File: config.mk
export PLATFORM = sky130hd
export DESIGN_NAME = mem_axil_bridge
export DESIGN_NICKNAME = d
export VERILOG_FILES = /design/src/rtl/axil_pkg.sv /design/src/rtl/mem_axil_bridge.sv
export SDC_FILE = /design/constraint.sdc
export NUM_CORES = 1
export LEC_CHECK = 0
export ABC_AREA = 1
export BUFFER_PORTS_ARGS = -buffer_cell sky130_fd_sc_hd__buf_2
export CAP_MARGIN = 20
export CORE_AREA = 2 2 137 86
export DETAILED_ROUTE_END_ITERATION = 10
export DIE_AREA = 0 0 139 88
export PLACE_DENSITY = 0.92
export SLEW_MARGIN = 25
export SYNTH_ARGS = -nofsm -noshare
export SYNTH_HDL_FRONTEND = slang
export SYNTH_SLANG_ARGS = --single-unit
File: constraint.sdc
create_clock -name aclk -period 4.5 [get_ports aclk]
set_input_delay 0.45 -clock aclk [delete_from_list [all_inputs] [get_ports aclk]]
set_output_delay 0.45 -clock aclk [all_outputs]
set_load 0.02 [all_outputs]
File: src/rtl/axil_pkg.sv
// Shared types for the native-memory to AXI4-Lite bridge.
package axil_pkg;

    typedef enum logic [1:0] {
        RESP_OKAY   = 2'b00,
        RESP_EXOKAY = 2'b01,
        RESP_SLVERR = 2'b10,
        RESP_DECERR = 2'b11
    } axil_resp_t;

    typedef enum logic [2:0] {
        IDLE,
        WR,
        WAIT_B,
        RD,
        WAIT_R,
        DONE
    } bridge_state_t;

    localparam int unsigned PROT_INSTR = 2;
    localparam int unsigned ERR_WIDTH  = 16;

endpackage

File: src/rtl/mem_axil_bridge.sv
// CPU native memory port (one outstanding access) to AXI4-Lite master.
// One AXI transaction per request, completion signalled by a one-cycle mem_ready pulse.
module mem_axil_bridge
    import axil_pkg::*;
#(
    parameter int unsigned ADDR_WIDTH = 32,
    parameter int unsigned DATA_WIDTH = 32,
    parameter int unsigned STRB_WIDTH = DATA_WIDTH / 8,
    parameter logic [2:0]  AXI_PROT   = 3'b000
) (
    input  logic                  aclk,
    input  logic                  areset,

    input  logic                  mem_valid,
    input  logic                  mem_instr,
    input  logic [ADDR_WIDTH-1:0] mem_addr,
    input  logic [DATA_WIDTH-1:0] mem_wdata,
    input  logic [STRB_WIDTH-1:0] mem_wstrb,
    output logic                  mem_ready,
    output logic [DATA_WIDTH-1:0] mem_rdata,

    output logic [ADDR_WIDTH-1:0] m_axil_awaddr,
    output logic [2:0]            m_axil_awprot,
    output logic                  m_axil_awvalid,
    input  logic                  m_axil_awready,

    output logic [DATA_WIDTH-1:0] m_axil_wdata,
    output logic [STRB_WIDTH-1:0] m_axil_wstrb,
    output logic                  m_axil_wvalid,
    input  logic                  m_axil_wready,

    input  logic                  m_axil_bvalid,
    input  logic [1:0]            m_axil_bresp,
    output logic                  m_axil_bready,

    output logic [ADDR_WIDTH-1:0] m_axil_araddr,
    output logic [2:0]            m_axil_arprot,
    output logic                  m_axil_arvalid,
    input  logic                  m_axil_arready,

    input  logic [DATA_WIDTH-1:0] m_axil_rdata,
    input  logic [1:0]            m_axil_rresp,
    input  logic                  m_axil_rvalid,
    output logic                  m_axil_rready,

    output logic [ERR_WIDTH-1:0]  err_count
);

    bridge_state_t         state_q, state_d;
    logic                  aw_done_q, aw_done_d;
    logic                  w_done_q, w_done_d;
    logic                  awvalid_q, awvalid_d;
    logic                  wvalid_q, wvalid_d;
    logic                  bready_q, bready_d;
    logic                  arvalid_q, arvalid_d;
    logic                  rready_q, rready_d;
    logic                  mem_ready_q, mem_ready_d;
    logic [DATA_WIDTH-1:0] rdata_q, rdata_d;
    logic [ADDR_WIDTH-1:0] addr_q, addr_d;
    logic [DATA_WIDTH-1:0] wdata_q, wdata_d;
    logic [STRB_WIDTH-1:0] wstrb_q, wstrb_d;
    logic [2:0]            prot_q, prot_d;
    logic [ERR_WIDTH-1:0]  err_q, err_d;
    logic [ERR_WIDTH-1:0]  err_inc;
    logic                  aw_fire, w_fire;

    assign aw_fire = awvalid_q && m_axil_awready;
    assign w_fire  = wvalid_q && m_axil_wready;
    // Saturating increment, applied only when a non-OKAY response completes
    assign err_inc = (err_q == {ERR_WIDTH{1'b1}}) ? err_q : err_q + ERR_WIDTH'(1);

    always_comb begin
        state_d     = state_q;
        aw_done_d   = aw_done_q;
        w_done_d    = w_done_q;
        awvalid_d   = awvalid_q;
        wvalid_d    = wvalid_q;
        bready_d    = bready_q;
        arvalid_d   = arvalid_q;
        rready_d    = rready_q;
        mem_ready_d = 1'b0;
        rdata_d     = rdata_q;
        addr_d      = addr_q;
        wdata_d     = wdata_q;
        wstrb_d     = wstrb_q;
        prot_d      = prot_q;
        err_d       = err_q;

        case (state_q)
            IDLE: begin
                if (mem_valid) begin
                    // Word-align so the slave always returns the full word
                    addr_d             = mem_addr & ~ADDR_WIDTH'(3);
                    wdata_d            = mem_wdata;
                    wstrb_d            = mem_wstrb;
                    prot_d             = AXI_PROT;
                    prot_d[PROT_INSTR] = AXI_PROT[PROT_INSTR] | mem_instr;
                    if (|mem_wstrb) begin
                        state_d   = WR;
                        awvalid_d = 1'b1;
                        wvalid_d  = 1'b1;
                        aw_done_d = 1'b0;
                        w_done_d  = 1'b0;
                    end else begin
                        state_d   = RD;
                        arvalid_d = 1'b1;
                    end
                end
            end
            WR: begin
                if (aw_fire) begin
                    awvalid_d = 1'b0;
                    aw_done_d = 1'b1;
                end
                if (w_fire) begin
                    wvalid_d = 1'b0;
                    w_done_d = 1'b1;
                end
                if ((aw_done_q || aw_fire) && (w_done_q || w_fire)) begin
                    state_d  = WAIT_B;
                    bready_d = 1'b1;
                end
            end
            WAIT_B: begin
                if (m_axil_bvalid) begin
                    bready_d    = 1'b0;
                    mem_ready_d = 1'b1;
                    state_d     = DONE;
                    if (m_axil_bresp != RESP_OKAY) begin
                        err_d = err_inc;
                    end
                end
            end
            RD: begin
                if (m_axil_arready) begin
                    arvalid_d = 1'b0;
                    rready_d  = 1'b1;
                    state_d   = WAIT_R;
                end
            end
            WAIT_R: begin
                if (m_axil_rvalid) begin
                    rready_d    = 1'b0;
                    rdata_d     = m_axil_rdata;
                    mem_ready_d = 1'b1;
                    state_d     = DONE;
                    if (m_axil_rresp != RESP_OKAY) begin
                        err_d = err_inc;
                    end
                end
            end
            DONE: begin
                state_d = IDLE;
            end
            default: begin
                state_d = IDLE;
            end
        endcase
    end

    always_ff @(posedge aclk) begin
        if (areset) begin
            state_q     <= IDLE;
            aw_done_q   <= 1'b0;
            w_done_q    <= 1'b0;
            awvalid_q   <= 1'b0;
            wvalid_q    <= 1'b0;
            bready_q    <= 1'b0;
            arvalid_q   <= 1'b0;
            rready_q    <= 1'b0;
            mem_ready_q <= 1'b0;
            rdata_q     <= '0;
            addr_q      <= '0;
            wdata_q     <= '0;
            wstrb_q     <= '0;
            prot_q      <= '0;
            err_q       <= '0;
        end else begin
            state_q     <= state_d;
            aw_done_q   <= aw_done_d;
            w_done_q    <= w_done_d;
            awvalid_q   <= awvalid_d;
            wvalid_q    <= wvalid_d;
            bready_q    <= bready_d;
            arvalid_q   <= arvalid_d;
            rready_q    <= rready_d;
            mem_ready_q <= mem_ready_d;
            rdata_q     <= rdata_d;
            addr_q      <= addr_d;
            wdata_q     <= wdata_d;
            wstrb_q     <= wstrb_d;
            prot_q      <= prot_d;
            err_q       <= err_d;
        end
    end

    assign mem_ready      = mem_ready_q;
    assign mem_rdata      = rdata_q;
    assign m_axil_awaddr  = addr_q;
    assign m_axil_awprot  = prot_q;
    assign m_axil_awvalid = awvalid_q;
    assign m_axil_wdata   = wdata_q;
    assign m_axil_wstrb   = wstrb_q;
    assign m_axil_wvalid  = wvalid_q;
    assign m_axil_bready  = bready_q;
    assign m_axil_araddr  = addr_q;
    assign m_axil_arprot  = prot_q;
    assign m_axil_arvalid = arvalid_q;
    assign m_axil_rready  = rready_q;
    assign err_count      = err_q;

endmodule
* Word level (Yosys, flattened, before mapping) *
Cells that the tools add are included.
Widths: inputs -> output; s select.

word-level totals
  bits in registers = 126
  input bits = 113
  output and inout bits = 160
  word-level logic and storage cells = 93

operators by class
  add/subtract/negate cells = 1
  eq/ne operators = 16
  multiplexer cells = 38
  reductions and logical operators = 23

operators with widths
  kind                   number
  $mux 16                5
  $pmux 16 s2            1
  $ne 2x2->1 const B     11
  $mux 1                 17
  $add 16x1->16 const B  1
  $eq 16x16->1 const B   1
  $pmux 1 s2             8
  $mux 3                 5
  $pmux 3 s5             1
  $reduce_bool 2->1      7
  $reduce_and 4->1       3
  $reduce_and 5->1       2
  $eq 3x2->1 const B     2
  $reduce_and 3->1       2
  $reduce_and 2->1       2
  $reduce_or 4->1        1
  $eq 3x1->1 const B     1
  $eq 3x3->1 const B     1
  $logic_and 1x1->1      3
  $logic_not 3->1        1
  $logic_or 1x1->1       2
  $mux 2                 1

* Logic depth before layout (Yosys ltp) *
Gate-level depths: netlist of run 1.

  word-level depth = 5
  depth in mapped cells = 11
  gate-level depth less buffers = 10

* Worst setup path before layout of run 1 *
OpenSTA, ideal clock, no wires.

  path kind = register -> register
  start point = reg err_q[1], in the netlist err_count[1]
  end point = reg err_q[12], in the netlist err_count[12]
  setup time = 0.115 ns
  arrival = 1.533 ns
  data required time = 4.385 ns
  setup slack = 2.851 ns
  cell stages (with the launch flop) = 10
  buffers on the path = 1
  period minus slack after synthesis = 1.649 ns
  cell sequence = dfxtp_1 ha_1 nand3_1 inv_1 nand2_1 nor2_1 nor2_4 buf_6 a21oi_1 nor2_1

on the way
  cells in the longest elaborated chain, start to end = 5
  elaborated cells between the ends (all ways) = 8
  classes of those cells = add/sub (1); eq/ne (1); mux (6)

RTL lines
  what                                           RTL line                                        text
  start, declared                                mem_axil_bridge.sv:63                           logic [ERR_WIDTH-1:0] err_q, err_d;
  start signal, assigned                         mem_axil_bridge.sv:193                          err_q <= err_d;
  $add 16x1->16 or $eq 16x16->1 (tied branches)  mem_axil_bridge.sv:70                           assign err_inc = (err_q == {ERR_WIDTH{1'b1}}) ? err_q : err_q + ERR_WIDTH'(1);
  $mux 16 *                                      mem_axil_bridge.sv:70
  $mux 16 (on tied branches)                     mem_axil_bridge.sv:147, mem_axil_bridge.sv:129
  $mux 16 (on tied branches)                     mem_axil_bridge.sv:142, mem_axil_bridge.sv:125
  $pmux 16 s2 *                                  mem_axil_bridge.sv:89                           case (state_q)

Mark *: on every way between the ends. The rest lies on a longest branch, timed or not. The select of a mux whose other input is x is not followed.
A chain may end at the register's enable or synchronous reset.

* Worst setup path in the final report of run 1 *
  start point = reg state_q[0]
  end point = reg rdata_q[6], in the netlist mem_rdata[6]

on the way
  cells in the longest elaborated chain, start to end = 2

RTL lines
  what                        RTL line                text
  start, declared             mem_axil_bridge.sv:49   bridge_state_t state_q, state_d;
  start signal, assigned      mem_axil_bridge.sv:179  state_q <= state_d;
  $eq 3x3->1                  mem_axil_bridge.sv:89
  $reduce_and 2->1 (no line)  --
  end signal, assigned        mem_axil_bridge.sv:188  rdata_q <= rdata_d;
  end, declared               mem_axil_bridge.sv:58   logic [DATA_WIDTH-1:0] rdata_q, rdata_d;

No other way between the ends.

==> metrics.csv, run 1 <==
stage,metric,value,unit
drt,wl_per_cell,12.9,um
synth,yosysMostFrequentCell,nor2_1,
drt,wl,14000,um
floorplanning,coreArea,11000,um2
run_status,status,"complete, no violations",
clock_tree,cts_buffers,17,
synth,syn_inst,716,
floorplanning,num_io_pins,273,
pwr,p_leak,3.47,nW
finish,stdcell_count,1086,
clock_tree,clockBufferDepth,2,
synth,synth.largest_area_cell,dfxtp_1,
clock_tree,cts.repair.resized,0,
global_route,grt_pass1_wl,22300,um
finish,n_antenna_cell,0,
drt,postRouteAntennaNets,0,
worst_setup_path,cp_data_arrival_time,2.79,ns
worst_setup_path,start_kind,flip-flop,
sta,finalMaxSlewViolations,0,
placed_design,portBuffers,262,
placed_design,place.gp.congestion,0.865,
sta,grt_setup_unrepaired,false,
pwr,vdd_drop_max,0.400,mV
finish,regArea,2520,um2
synth,synthSimpleGateAreaFrac,27.3,%
pwr,p_per_area,630,nW/um2
sta,period_share,56.5,%
synth,ys.warnings.count,0,
sta,slew_headroom,38.1,%
global_route,grt_pass1_vias,4772,
floorplanning,chipHeight,88,um
clock_tree,post_cts_buffers,0,
clock_tree,clkTransAtPathRegs,0.06,ns
sta,hold_violations,0,
synth,synth_mux_area_share,0,%
min_path,hold_class,in2reg,
placed_design,placedCellCount,1054,
global_route,grt_max_degree,71,
synth,synthFlopType,dfxtp_1,
finish,fillers,959,
finish,fin_util,62.3,%
synth,ys_seq_elements,126,
clock_tree,cts_root_buf,clkbuf_16,
sta,maxClockFrequency,393,MHz
finish,multi_input_area,2130,um2
sta,clock_skew,0.00888,ns
global_route,grt_remaining_overflow,0,
clock_tree,clock_sinks,126,
worst_setup_path,cp-end-kind,flip-flop,
worst_setup_path,cp_max_fo,34,
finish,syn_to_final_growth,30.5,%
synth,netlist-cell-type-count,30,
synth,ys_top_cells_by_count,"nor2_1, nand2_1, dfxtp_1",
worst_setup_path,worstSetupPathType,reg2reg,
floorplanning,fp.dieW,139,um
sta,fin_setup_tns,0,ns
sta,setup_viol,0,
flow_run,drv_cap,0,
global_route,antenna_found_initial,0,
floorplanning,initial_core_util,47.8,%
clock_tree,ctsHoldBuffers,0,
drt,via_count,5224,
sta,worst_pin_slew,0.922,ns
sta,period_needed,2.54,ns
clock_tree,clk_latency,0.40,ns
synth,synth_top_area_share,48.2,%
synth,synth_compound_area_share,12.5,%
floorplanning,die_area,12200,um2
finish,nNetsFinal,1043,
drt,viasPerCell,4.81,
synth,yosys-top-cells-area,"dfxtp_1, nor2_1, nand2_1",
synth,synth_top_family_by_area,simple AND/OR/NAND/NOR gates,
synth,yosys.area_share.xor_xnor,0.167,%
clock_tree,tritoncts,done,
synth,synth_edf_count,0,
drt,drtIter0Drc,293,
drt,first_pass_iters,4,
synth,synth_fa_ha_area_share,0.239,%
drt,drc,0,
synth,ys_seq_area_share,48.2,%
synth,netlist_area,5240,um2
clock_tree,cts_htree_levels,4,
global_route,grt_util_all_layers,22.4,%
worst_setup_path,required,4.75,ns
placed_design,post-dp-hpwl,9940,um
floorplanning,rows,30,
finish,drive_above_1_share,32.8,%
synth,async_reset_ff_share,0,%
synth,postSynthAreaPerCell,7.31,um2
-- flip-flops by register name, summed over array words and instances (netlist names), 3 cells and up --
signal and flops:
m_axil_araddr 30, m_axil_wstrb 4, m_axil_wdata 32, mem_rdata 32, err_count 16, state_q 3
-- per-layer routing --
metal  track usage, %  share of wire [%]  vias up  routed length [um]
met2             37.3                 47      187                6540
met1             27.4                 44     2341                6130
li1                 -                  -     2672                   -
met4             8.08                1.6        0                 227
met5                0                  0        -                   0
met3             7.93                7.8       24                1090
-- cell families after synthesis --
family	Yosys count
flip-flops	126
AND/OR/NAND/NOR	354
other	1
buffers and inverters	104
adder cells (fa/ha/maj)	1
XOR/XNOR	1
AO/OA/AOI/OAI	129
-- cell usage in the layout, fill, tap and decap left out, drive strengths merged --
cell type / n
xor2: 1
nand4: 1
a31oi: 1
nor2: 182
conb: 8
o21a: 1
nand2: 132
o211ai: 1
clkinv: 3
clkbuf: 17
ha: 1
dfxtp: 126
nor3: 7
a211oi: 1
nand3b: 2
buf: 264
and3: 1
clkinvlp: 2
inv: 37
a21oi: 55
o21ai: 70
nand3: 29
-- area by class of cell --
class | instances | area share (%)
clock buffer | 17 | 6.23
clock inverter | 15 | 2.07
inverter | 27 | 1.50
multi-input combinational | 493 | 31.2
sequential | 126 | 36.9
tap | 144 | 2.64
timing repair buffer | 264 | 19.4
-- stage by stage --
step           area, um2  setup slack, ns  power (mW)  hold WS (ns)
5_1_grt             6830             1.65        4.57         0.265
6_report            6830             1.96        4.31         0.267
2_1_floorplan       5260             2.85        2.69         0.433
3_3_place_gp        6260             1.87        2.99         0.442
4_1_cts             6830             1.85        4.33         0.254
3_5_place_dp        6260             1.85        3.02         0.452
-- worst max-delay path, stage by stage (launching register included) --
cell and delay (ns):
dfxtp_1 0.48, nor2_4 0.08, nand3_2 0.50, clkinv_1 0.94
nand2_1 0.28, a21oi_1 0.09
-- worst paths after layout --
check	start	depth (start not counted)	slack, ns	to
setup reg to reg	state_q[0]$_SDFFE_PP0P_	5	1.96	mem_rdata[6]$_SDFFE_PP0P_
hold / removal	mem_wdata[7]	3	0.27	m_axil_wdata[7]$_SDFFE_PP0P_
setup / recovery	state_q[0]$_SDFFE_PP0P_	5	1.96	mem_rdata[6]$_SDFFE_PP0P_
hold reg to reg	aw_done_q$_SDFFE_PP0P_	2	0.46	aw_done_q$_SDFFE_PP0P_
-- power by group --
group	leakage (nW)	total (mW)	switching [mW]	internal (mW)
sequential	1.03	1.53	0.155	1.37
combinational	2.17	1.47	1.03	0.445
clock	0.276	1.31	0.570	0.736
(Power assumes the default switching activity.)
==> inputs of run 2 (changes only) <==
- ABC_AREA: 1 -> 0
- CORE_AREA: 2 2 137 86 -> 2 2 140 87
- DIE_AREA: 0 0 139 88 -> 0 0 142 89
- PLACE_DENSITY: 0.92 -> 0.88
- clock period: 4.5 -> 2.66 ns (I/O delays scaled with it)
==> metrics.csv, run 2 <==
stage,metric,value,unit
floorplanning,chipHeight,89,um
worst_setup_path,cp_max_fo,16,
finish,n_antenna_cell,0,
clock_tree,cts.repair.resized,0,
clock_tree,clockBufferDepth,2,
global_route,met3_usage,7.34,%
sta,setup_viol,0,
finish,syn_to_final_growth,34.3,%
floorplanning,die_area,12600,um2
run_status,status,"complete, no violations",
drt,postRouteAntennaNets,0,
sta,hold_slack,0.0991,ns
clock_tree,cts_htree_levels,4,
worst_setup_path,worstSetupPathType,reg2reg,
sta,worst_pin_slew,0.638,ns
floorplanning,rows,30,
synth,synth.largest_area_cell,dfxtp_1,
sta,maxClockFrequency,473,MHz
finish,fillers,1033,
drt,drtIter0Drc,169,
sta,slew_headroom,57.1,%
placed_design,portBuffers,262,
drt,wl_per_cell,13.7,um
sta,clock_skew,0.0148,ns
drt,first_pass_iters,4,
sta,period_share,79.5,%
worst_setup_path,cp-end-kind,flip-flop,
drt,via_count,4935,
finish,layout_commonest_cell,buf_2,
clock_tree,ctsHoldBuffers,0,
worst_setup_path,cp_cell_sequence,ha_1 -> nand2_1 -> or3_1 -> o211ai_2 -> mux2i_1 -> nor2_1,
floorplanning,initial_core_util,44.9,%
finish,drive_above_1_share,35.9,%
synth,ys_top_cells_by_count,"nand2_1, dfxtp_1, a21oi_1",
sta,hold_violations,0,
synth,async_reset_ff_share,0,%
synth,synthFlopType,dfxtp_1,
synth,netlist-cell-type-count,42,
clock_tree,clkTransAtPathRegs,0.06,ns
synth,ys.warnings.count,0,
synth,postSynthAreaPerCell,7.97,um2
sta,period_needed,2.11,ns
drt,viasPerCell,4.93,
sta,finalMaxSlewViolations,0,
finish,fin_area,6760,um2
worst_setup_path,cp_data_arrival_time,2.38,ns
floorplanning,fp.dieW,142,um
synth,ys_seq_area_share,50.1,%
clock_tree,post_cts_buffers,0,
clock_tree,clk_latency,0.40,ns
sta,grt_setup_unrepaired,false,
pwr,p_per_area,966,nW/um2
finish,final_cell_mix,"buf_2, nand2_1, dfxtp_1",
pwr,vdd_drop_max,0.654,mV
global_route,grt_pass1_wl,20500,um
min_path,hold_class,in2reg,
drt,drc,0,
global_route,grt_remaining_overflow,0,
finish,regArea,2520,um2
synth,ys_seq_elements,126,
placed_design,post-dp-hpwl,9990,um
floorplanning,coreArea,11200,um2
global_route,gr-usage-met2,36.1,%
drt,wl,13700,um
synth,synth_top_area_share,50.1,%
finish,multi_input_area,2070,um2
synth,yosysMostFrequentCell,nand2_1,
worst_setup_path,start_kind,flip-flop,
synth,syn_inst,632,
placed_design,place.gp.congestion,0.875,
flow_run,drv_cap,0,
synth,netlist_area,5030,um2
global_route,grt_pass1_vias,4311,
floorplanning,num_io_pins,273,
clock_tree,cts_root_buf,clkbuf_16,
worst_setup_path,cpMaxStageDelayCell,o211ai_2,
synth,yosys-top-cells-area,"dfxtp_1, nand2_1, a21oi_1",
clock_tree,clock_sinks,126,
global_route,antenna_found_initial,0,
pwr,p_leak,3.12,nW
synth,synth_edf_count,0,
global_route,grt_util_all_layers,20.6,%
clock_tree,tritoncts,done,
worst_setup_path,critPathMaxStageDelay,0.50,ns
worst_setup_path,rrSetupSlack,0.55,ns
placed_design,placed_area,6160,um2
global_route,grt_max_degree,81,
global_route,gr-usage-met1,24.1,%
global_route,gr-max-usage-layer,met2,
sta,fin_setup_tns,0,ns
finish,nNetsFinal,959,
worst_setup_path,required,2.93,ns
clock_tree,cts_buffers,17,
-- run 2: path summary, 6_finish.rpt --
check / start / to / cells past startpoint
worst max register to register: err_count[0]$_SDFFE_PP0P_ / err_count[1]$_SDFFE_PP0P_ / 6
worst max-delay path: err_count[0]$_SDFFE_PP0P_ / err_count[1]$_SDFFE_PP0P_ / 6
worst min-delay path: mem_wdata[24] / m_axil_wdata[24]$_SDFFE_PP0P_ / 3
worst min register to register: m_axil_wdata[5]$_SDFFE_PP0P_ / m_axil_wdata[5]$_SDFFE_PP0P_ / 2
-- run 2: layer usage --
| metal | share of wire (%) | vias to the layer above |
|---|---|---|
| met5 | 0 | - |
| met4 | 0.95 | 0 |
| met3 | 8.4 | 10 |
| met2 | 48 | 189 |
| met1 | 43 | 2242 |
| li1 | - | 2494 |
-- run 2: kinds of logic after synthesis --
group	Yosys count	synth area share (%)
flops	126	50.1
compound gates	150	16.8
xor+xnor	2	0.348
buf+inv	83	9.52
mux	4	0.795
other cells	1	0.0745
fa+ha+maj	1	0.248
simple gates	265	22.1
-- run 2: power breakdown --
group / total (mW) / switching [mW] / internal, mW / leakage, nW
registers: 2.34 / 0.188 / 2.16 / 1.03
logic: 1.87 / 1.24 / 0.638 / 1.81
clock network: 2.31 / 0.885 / 1.43 / 0.283
-- run 2: critical path: cells and delay by family, from the launching register on --
kind | cells | cell delay, ns
mux | 1 | 0.27
simple gates | 3 | 0.59
flops | 1 | 0.39
compound gates | 1 | 0.50
fa+ha+maj | 1 | 0.23
-- run 2: metrics by stage --
step / cells / power, mW / util, % / worst slack [ns]
floorplan: 639 / 3.75 / - / 0.694
global placement: 970 / 4.24 / 54.9 / 0.663
detailed placement: 970 / 4.27 / 54.9 / 0.594
CTS: 1002 / 6.59 / 60.3 / 0.559
global route: 1002 / 6.90 / 60.3 / 0.399
finish: 1002 / 6.53 / 60.3 / 0.546
-- run 2: layout make-up --
type	instances	area share, %
flip-flops and latches	126	37.3
multi-input cells	430	30.5
repair buffers	266	20.4
clock buffers	19	6.55
well taps	144	2.66
clock inverters	13	2.29
inverters	4	0.222
